===== src/rtl/sbasu3_spi_gpio_top.sv =====
`default_nettype none
// ============================================================================
//  Module   : sbasu3_spi_gpio_top
//  Brief    : SPI-slave (mode 0, MSB first) register block driving a 7-bit
//             general-purpose output port. Two-byte transactions: a command
//             byte (write flag + 3-bit address) followed by a data byte.
//             All pins are packed onto one 8-bit input and one 8-bit output.
//  Revision : 1.0  initial release
// ============================================================================
module sbasu3_spi_gpio_top (
    input  logic [7:0] io_in,
    output logic [7:0] io_out
);

    // ------------------------------------------------------------------------
    // Register addresses
    // ------------------------------------------------------------------------
    localparam logic [2:0] C_ADDR_CTRL     = 3'd0;
    localparam logic [2:0] C_ADDR_GPIO_OUT = 3'd1;
    localparam logic [2:0] C_ADDR_GPIO_IN  = 3'd2;
    localparam int         C_OE_BIT        = 4;

    typedef enum logic [0:0] {
        ST_CMD  = 1'b0,
        ST_DATA = 1'b1
    } state_t;

    // ------------------------------------------------------------------------
    // Unpacked pins
    // ------------------------------------------------------------------------
    logic       clk;
    logic       rst_n;
    logic       w_ss_pin;
    logic       w_sclk_pin;
    logic       w_mosi_pin;
    logic [2:0] w_gpio_in;

    assign clk        = io_in[0];
    assign rst_n      = io_in[1];
    assign w_ss_pin   = io_in[2];
    assign w_sclk_pin = io_in[3];
    assign w_mosi_pin = io_in[4];
    assign w_gpio_in  = io_in[7:5];

    // ------------------------------------------------------------------------
    // State
    // ------------------------------------------------------------------------
    logic       r_ss_meta,   r_ss_sync;
    logic       r_sclk_meta, r_sclk_sync, r_sclk_dly;
    logic       r_mosi_meta, r_mosi_sync;

    state_t     r_state;
    logic [2:0] r_bit_cnt;
    logic [7:0] r_rx_shift;
    logic [7:0] r_tx_shift;
    logic       r_cmd_wr;
    logic [2:0] r_cmd_addr;
    logic [7:0] r_ctrl;
    logic [7:0] r_gpio_out;
    logic [6:0] r_gpio_drive;

    logic       w_sclk_rise;
    logic       w_sclk_fall;
    logic [7:0] w_rx_byte;
    logic [7:0] w_rd_data;

    // Two-flop synchronizers for the SPI pins plus a delayed sclk copy for edge detection
    always_ff @(posedge clk) begin
        if (!rst_n) begin
            r_ss_meta   <= 1'b0;
            r_ss_sync   <= 1'b0;
            r_sclk_meta <= 1'b0;
            r_sclk_sync <= 1'b0;
            r_sclk_dly  <= 1'b0;
            r_mosi_meta <= 1'b0;
            r_mosi_sync <= 1'b0;
        end else begin
            r_ss_meta   <= w_ss_pin;
            r_ss_sync   <= r_ss_meta;
            r_sclk_meta <= w_sclk_pin;
            r_sclk_sync <= r_sclk_meta;
            r_sclk_dly  <= r_sclk_sync;
            r_mosi_meta <= w_mosi_pin;
            r_mosi_sync <= r_mosi_meta;
        end
    end

    // Edges only count while the synchronized select is high, so an edge that
    // lands in the same cycle select drops is ignored.
    assign w_sclk_rise = r_ss_sync &  r_sclk_sync & ~r_sclk_dly;
    assign w_sclk_fall = r_ss_sync & ~r_sclk_sync &  r_sclk_dly;
    assign w_rx_byte   = {r_rx_shift[6:0], r_mosi_sync};

    // Read-data mux addressed by the incoming command byte; GPIO_IN is the live pin value
    always_comb begin
        w_rd_data = 8'h00;
        case (w_rx_byte[6:4])
            C_ADDR_CTRL:     w_rd_data = r_ctrl;
            C_ADDR_GPIO_OUT: w_rd_data = r_gpio_out;
            C_ADDR_GPIO_IN:  w_rd_data = {5'b0, w_gpio_in};
            default:         w_rd_data = 8'h00;
        endcase
    end

    // SPI bit engine, CMD/DATA sequencer, register file and registered GPIO drive
    always_ff @(posedge clk) begin
        if (!rst_n) begin
            r_state      <= ST_CMD;
            r_bit_cnt    <= 3'd0;
            r_rx_shift   <= 8'h00;
            r_tx_shift   <= 8'h00;
            r_cmd_wr     <= 1'b0;
            r_cmd_addr   <= 3'd0;
            r_ctrl       <= 8'h00;
            r_gpio_out   <= 8'h00;
            r_gpio_drive <= 7'd0;
        end else begin
            if (!r_ss_sync) begin
                // Deselected: drop any partial byte; the CMD/DATA phase is kept.
                r_bit_cnt  <= 3'd0;
                r_rx_shift <= 8'h00;
            end else if (w_sclk_rise) begin
                r_rx_shift <= w_rx_byte;
                r_bit_cnt  <= r_bit_cnt + 3'd1;   // wraps to 0 on the 8th bit
                if (r_bit_cnt == 3'd7) begin
                    case (r_state)
                        ST_CMD: begin
                            r_cmd_wr   <= w_rx_byte[7];
                            r_cmd_addr <= w_rx_byte[6:4];
                            r_tx_shift <= w_rx_byte[7] ? 8'h00 : w_rd_data;
                            r_state    <= ST_DATA;
                        end
                        default: begin
                            if (r_cmd_wr) begin
                                if (r_cmd_addr == C_ADDR_CTRL)
                                    r_ctrl <= w_rx_byte;
                                else if (r_cmd_addr == C_ADDR_GPIO_OUT)
                                    r_gpio_out <= w_rx_byte;
                            end
                            r_tx_shift <= 8'h00;
                            r_state    <= ST_CMD;
                        end
                    endcase
                end
            end else if (w_sclk_fall && (r_bit_cnt != 3'd0)) begin
                // The fall trailing a completed byte has no next bit to present;
                // skipping it keeps a freshly loaded read reply intact for the next frame.
                r_tx_shift <= {r_tx_shift[6:0], 1'b0};
            end

            r_gpio_drive <= r_ctrl[C_OE_BIT] ? r_gpio_out[6:0] : 7'd0;
        end
    end

    assign io_out = {r_gpio_drive, r_tx_shift[7]};

endmodule
`default_nettype wire


===== config.mk =====
export PLATFORM = sky130hd
export DESIGN_NAME = sbasu3_spi_gpio_top
export DESIGN_NICKNAME = d
export VERILOG_FILES = /design/src/rtl/sbasu3_spi_gpio_top.sv
export SDC_FILE = /design/constraint.sdc
export NUM_CORES = 1
export LEC_CHECK = 0
export CAP_MARGIN = 25
export CELL_PAD_IN_SITES_DETAIL_PLACEMENT = 0
export CELL_PAD_IN_SITES_GLOBAL_PLACEMENT = 1
export CORE_MARGIN = 1.5
export CORE_UTILIZATION = 48
export CTS_CLUSTER_SIZE = 28
export DETAILED_ROUTE_END_ITERATION = 16
export DONT_BUFFER_PORTS = 1
export GPL_TIMING_DRIVEN = 0
export PLACE_DENSITY = 0.85
export SYNTH_ARGS = -nofsm -noshare
export SYNTH_HDL_FRONTEND = slang
export SYNTH_SLANG_ARGS = --single-unit

===== constraint.sdc =====
create_clock -name io_in -period 1.8 [get_ports io_in]
set_input_delay 0 -clock io_in [delete_from_list [all_inputs] [get_ports io_in]]
set_output_delay 0 -clock io_in [all_outputs]
set_load 0.01 [all_outputs]

==> run summary <==
The flow ran to the end, but the final reports show violations. The checks that failed: hold timing. The first detailed-routing pass ran for 4 iterations. The area added between synthesis and finish works out to 20.5%.

Setup repair after global routing left no endpoint under its margin. The utilization after layout came out at 0.618. The tools report the post-layout instance count excluding filler cells as 291. The worst ir drop on vdd is 1.07 mV.

Once layout is done, the placed cells without fillers occupy 0.00254 mm². In this run the power spent charging and discharging nets is 1.37 mW. The share of Yosys cell area claimed by the top area cell type works out to 0.503.

The share of the yosys chip area belonging to registers is 0.503. The die is 69.3 µm wide. The largest single stage delay on the critical path is 0.19 ns.

Clock-pin slew was measured on the worst setup and hold paths at 0.09 ns. The tools report the count of synthesis-stage warnings from yosys as 0. The classification of the worst-slack hold path is clock port to register. Total count of hold-check failures in the final report: 3. The via count of the first global-routing pass was 2,135. The run gives 0.675 as the worst-case headroom to the max-slew limit.

The detailed placer's ending HPWL came out at 2970 µm. The largest fanout on the critical path was 5. The worst setup path is of the clock port to register kind.

The number of antenna diodes in the final layout is 0. Traced cell by cell, the critical path runs through clkbuf_1 > clkbuf_8 > clkbuf_8 > clkbuf_1 > clkbuf_8 > clkbuf_8 > and3_1. The largest net degree at the start of global routing was 15; the instance area at placement was 0.00217 mm².

The synthesized-area fraction occupied by xor and xnor cells works out to 0.00830. The leakage dissipation is 1.01 nW. At the end of the flow, the number of nets in the layout was 251. The worst path arrival time came out at 1.92 ns. Of all cell types, the one taking the most synthesized area is sky130_fd_sc_hd__dfxtp_1.

The die covers 0.00480 mm². The initial core utilization was 0.513. TritonCTS built the clock tree. The height of the die was 69.3 µm. The share of synthesized area spent on multiplexers was 0.164; the hold-fix buffer count after cts was 0.

Prior to clock tree synthesis, the placed netlist has a worst setup slack of -0.175 ns. Sorting the synthesized cells by area gives the leading types as sky130_fd_sc_hd__dfxtp_1 50%, sky130_fd_sc_hd__mux2i_1 14%, sky130_fd_sc_hd__nor2_1 5.2%, sky130_fd_sc_hd__and2_1 2.4%, sky130_fd_sc_hd__nand3_1 2.4%. The synthesized-area fraction occupied by ao, oa, aoi and oai cells was 0.0735; the post-synthesis net count was 221. The total core area is 0.00412 mm². After global routing the overflow that remains totals 0. In the detailed route, the total length drawn on met3 is 356 µm. Clock latency on the worst-skew pair, taken at its later pin, is 0.30 ns.

The number of standard cells after synthesis was 210. The switching power share of the total works out to 0.344. Cell internal power was estimated by the tool at 2.61 mW.

For this block, the via count after detailed routing is 1,659. The number of input and output port buffers inserted was 0. The cell that appears most often on the critical path is sky130_fd_sc_hd__clkbuf_8. Wire segments on met2 add up to 2240 µm in the final route.

By area, the combinational part of the netlist is dominated by simple AND/OR/NAND/NOR gates. The part of the power in combinational logic is 0, and the met1 wire length is 1940 µm. Total count of max-transition violations in the final report: 0. Summed over all failing endpoints, the final setup total negative slack is 0 ns.

Critical path's slowest cell: sky130_fd_sc_hd__and3_1. The run gives 0 as the DRC violation count after routing. The buffering stage count on the worst path with inverters included came out at 6. The share of total power in the clock network is 0.671, and the simple-gate portion of the synthesized area is 0.199.

The tools report the required time reported for the critical path endpoint as 2.00 ns. Synthesis instantiated 41 different standard cells from the library. The post-synthesis instance area is 0.00211 mm², and the I/O pin count is 16. The highest routed metal layer is met4.

Overall global routing resource usage: 0.221. The ratio of total power to cell area was 1570 mW/mm². In the final routed layout, each cell accounts on average for 16.2 µm. For the number of routed nets with antenna violations, the log shows 0. Setup slack closes at 0.0747 ns. STA classifies the critical path startpoint as a clock port.

At the end of routability-driven placement, the weighted congestion stood at 0.851. The share of cells above drive strength 1 is 0.216, and the total power of the final layout is 3.98 mW. The worst setup path is captured at a register. In this run, placement finished with an instance count of 260.

The number of maximum-capacitance constraint violations was 0; the initial antenna violation count was 0. The sequential cell fraction of total power is 0.329, and the adder and majority cell fraction of the synthesized area is 0.0178. The first global-routing pass estimated 7740 µm of wire. The first routing iteration left 107 violations.

The count of state elements after synthesis was 53. At the pin with the least slew margin, the transition time is 0.483 ns. The minimum hold slack was -0.181 ns; the post-synthesis area per instance was 10.0 µm². On the critical path the largest part of the delay comes from buffers and inverters. On the final layout, the worst clock skew is 0.00443 ns. The wire length after detailed routing came out at 4730 µm.

Row generation in the floorplan step produced 23 rows. The number of setup violations in the final report was 0; the per-cell via count in the routed design was 5.70.
## cells by family (layout without fill, tap and decap cells)
kind of cell	count (synthesis)	count (layout)
AOI/OAI and AO/OA	24	24
xor gates and xnor gates	2	2
adders and majority gates	3	3
buffers and inverters	16	47
DFF	53	53
muxes	34	34
and+or+nand+nor	78	78
## power by group through the flow
stage,Sequential (mW),Clock (mW),Combinational (mW)
finish,1.31,2.67,0.000000231
global route,1.31,3.01,0.000000231
CTS,1.31,2.81,0.000000228
detailed placement,1.35,0.804,0.000000195
global placement,1.35,0.804,0.000000195
floorplan,1.35,0.804,0.000000195
## final cells by class
class	instances	area, µm²
Clock inverter	12	46.3
Fill cell	346	1570
Sequential cell	53	1060
Timing Repair Buffer	3	35.0
Inverter	3	11.3
Tap cell	50	62.6
Multi-Input combinational cell	141	1010
Clock buffer	19	262
Buffer	10	55.1
## sequential cells by signal (all words and copies together), names as in the netlist
name          count
r_sclk_dly        1
r_rx_shift        7
r_tx_shift        8
r_cmd_wr          1
r_sclk_meta       1
r_ctrl            8
r_mosi_sync       1
r_gpio_drive      7
r_mosi_meta       1
r_ss_meta         1
r_gpio_out        8
r_ss_sync         1
r_state           1
r_cmd_addr        3
r_bit_cnt         3
r_sclk_sync       1
## worst paths after layout
path	to	start	cells after the start	slack, ns
setup reg to reg	r_gpio_out[3]$_SDFFE_PN0P_	r_bit_cnt[1]$_SDFFE_PN0N_	7	0.10
hold reg to reg	r_ss_sync$_SDFF_PN0_	r_ss_meta$_SDFF_PN0_	1	0.44
hold / removal	r_mosi_meta$_SDFF_PN0_	io_in[4]	1	-0.18
setup / recovery	r_gpio_drive[6]$_SDFF_PN0_	io_in[1]	7	0.07
## layout by cell type (no fill, tap or decap), drive strengths merged, types with 4 or more instances in the layout
cell type	Yosys	final
nand2	6	6
mux2i	29	29
nor2	29	29
inv	4	13
o21ai	4	4
nand4	4	4
buf	7	9
and3	7	7
nand3	11	11
and2	9	9
a31oi	5	5
a21oi	6	6
dfxtp	53	53
clkbuf	5	23
mux2	5	5
## routing by layer
| metal | vias to the layer above | track usage |
|---|---|---|
| li1 | 797 | - |
| met1 | 773 | 0.178 |
| met2 | 66 | 0.257 |
| met3 | 23 | 0.190 |
| met4 | 0 | 0.331 |
| met5 | - | 0.0333 |
## cell usage after synthesis
cell type	number
sky130_fd_sc_hd__a22o_1	1
sky130_fd_sc_hd__a21oi_1	6
sky130_fd_sc_hd__a211oi_1	1
sky130_fd_sc_hd__xnor2_1	1
sky130_fd_sc_hd__nand2b_1	1
sky130_fd_sc_hd__nor2b_1	2
sky130_fd_sc_hd__nand3_1	10
sky130_fd_sc_hd__o21a_1	1
sky130_fd_sc_hd__nand4bb_1	1
sky130_fd_sc_hd__buf_4	2
sky130_fd_sc_hd__mux2i_1	29
sky130_fd_sc_hd__dfxtp_1	53
sky130_fd_sc_hd__a21boi_1	1
sky130_fd_sc_hd__nor3_4	1
sky130_fd_sc_hd__nand4_1	4
sky130_fd_sc_hd__xor2_1	1
sky130_fd_sc_hd__mux2_2	3
sky130_fd_sc_hd__nand4b_2	1
sky130_fd_sc_hd__mux2_1	2
sky130_fd_sc_hd__a22oi_1	1
sky130_fd_sc_hd__ha_1	3
sky130_fd_sc_hd__buf_2	4
sky130_fd_sc_hd__inv_1	3
sky130_fd_sc_hd__a311oi_1	1
sky130_fd_sc_hd__and2_1	8
sky130_fd_sc_hd__buf_1	1
sky130_fd_sc_hd__and2b_1	1
sky130_fd_sc_hd__nand3_2	1
sky130_fd_sc_hd__and2_0	1
sky130_fd_sc_hd__a31oi_1	5
sky130_fd_sc_hd__or3_1	2
sky130_fd_sc_hd__nand3b_1	1
sky130_fd_sc_hd__and3_1	7
sky130_fd_sc_hd__nor2_1	29
sky130_fd_sc_hd__inv_2	1
sky130_fd_sc_hd__clkbuf_1	5
sky130_fd_sc_hd__nor3_1	1
sky130_fd_sc_hd__nand2_1	6
sky130_fd_sc_hd__o2bb2ai_1	3
sky130_fd_sc_hd__or3b_1	1
sky130_fd_sc_hd__o21ai_1	4
## timing repair
item | in CTS | in global routing
pin swaps | 1 | 0
setup endpoints to repair | 40 | 43
gates resized for setup | 2 | 9
buffers inserted | 3 | 0
Power figures use the tool's default switching activity.
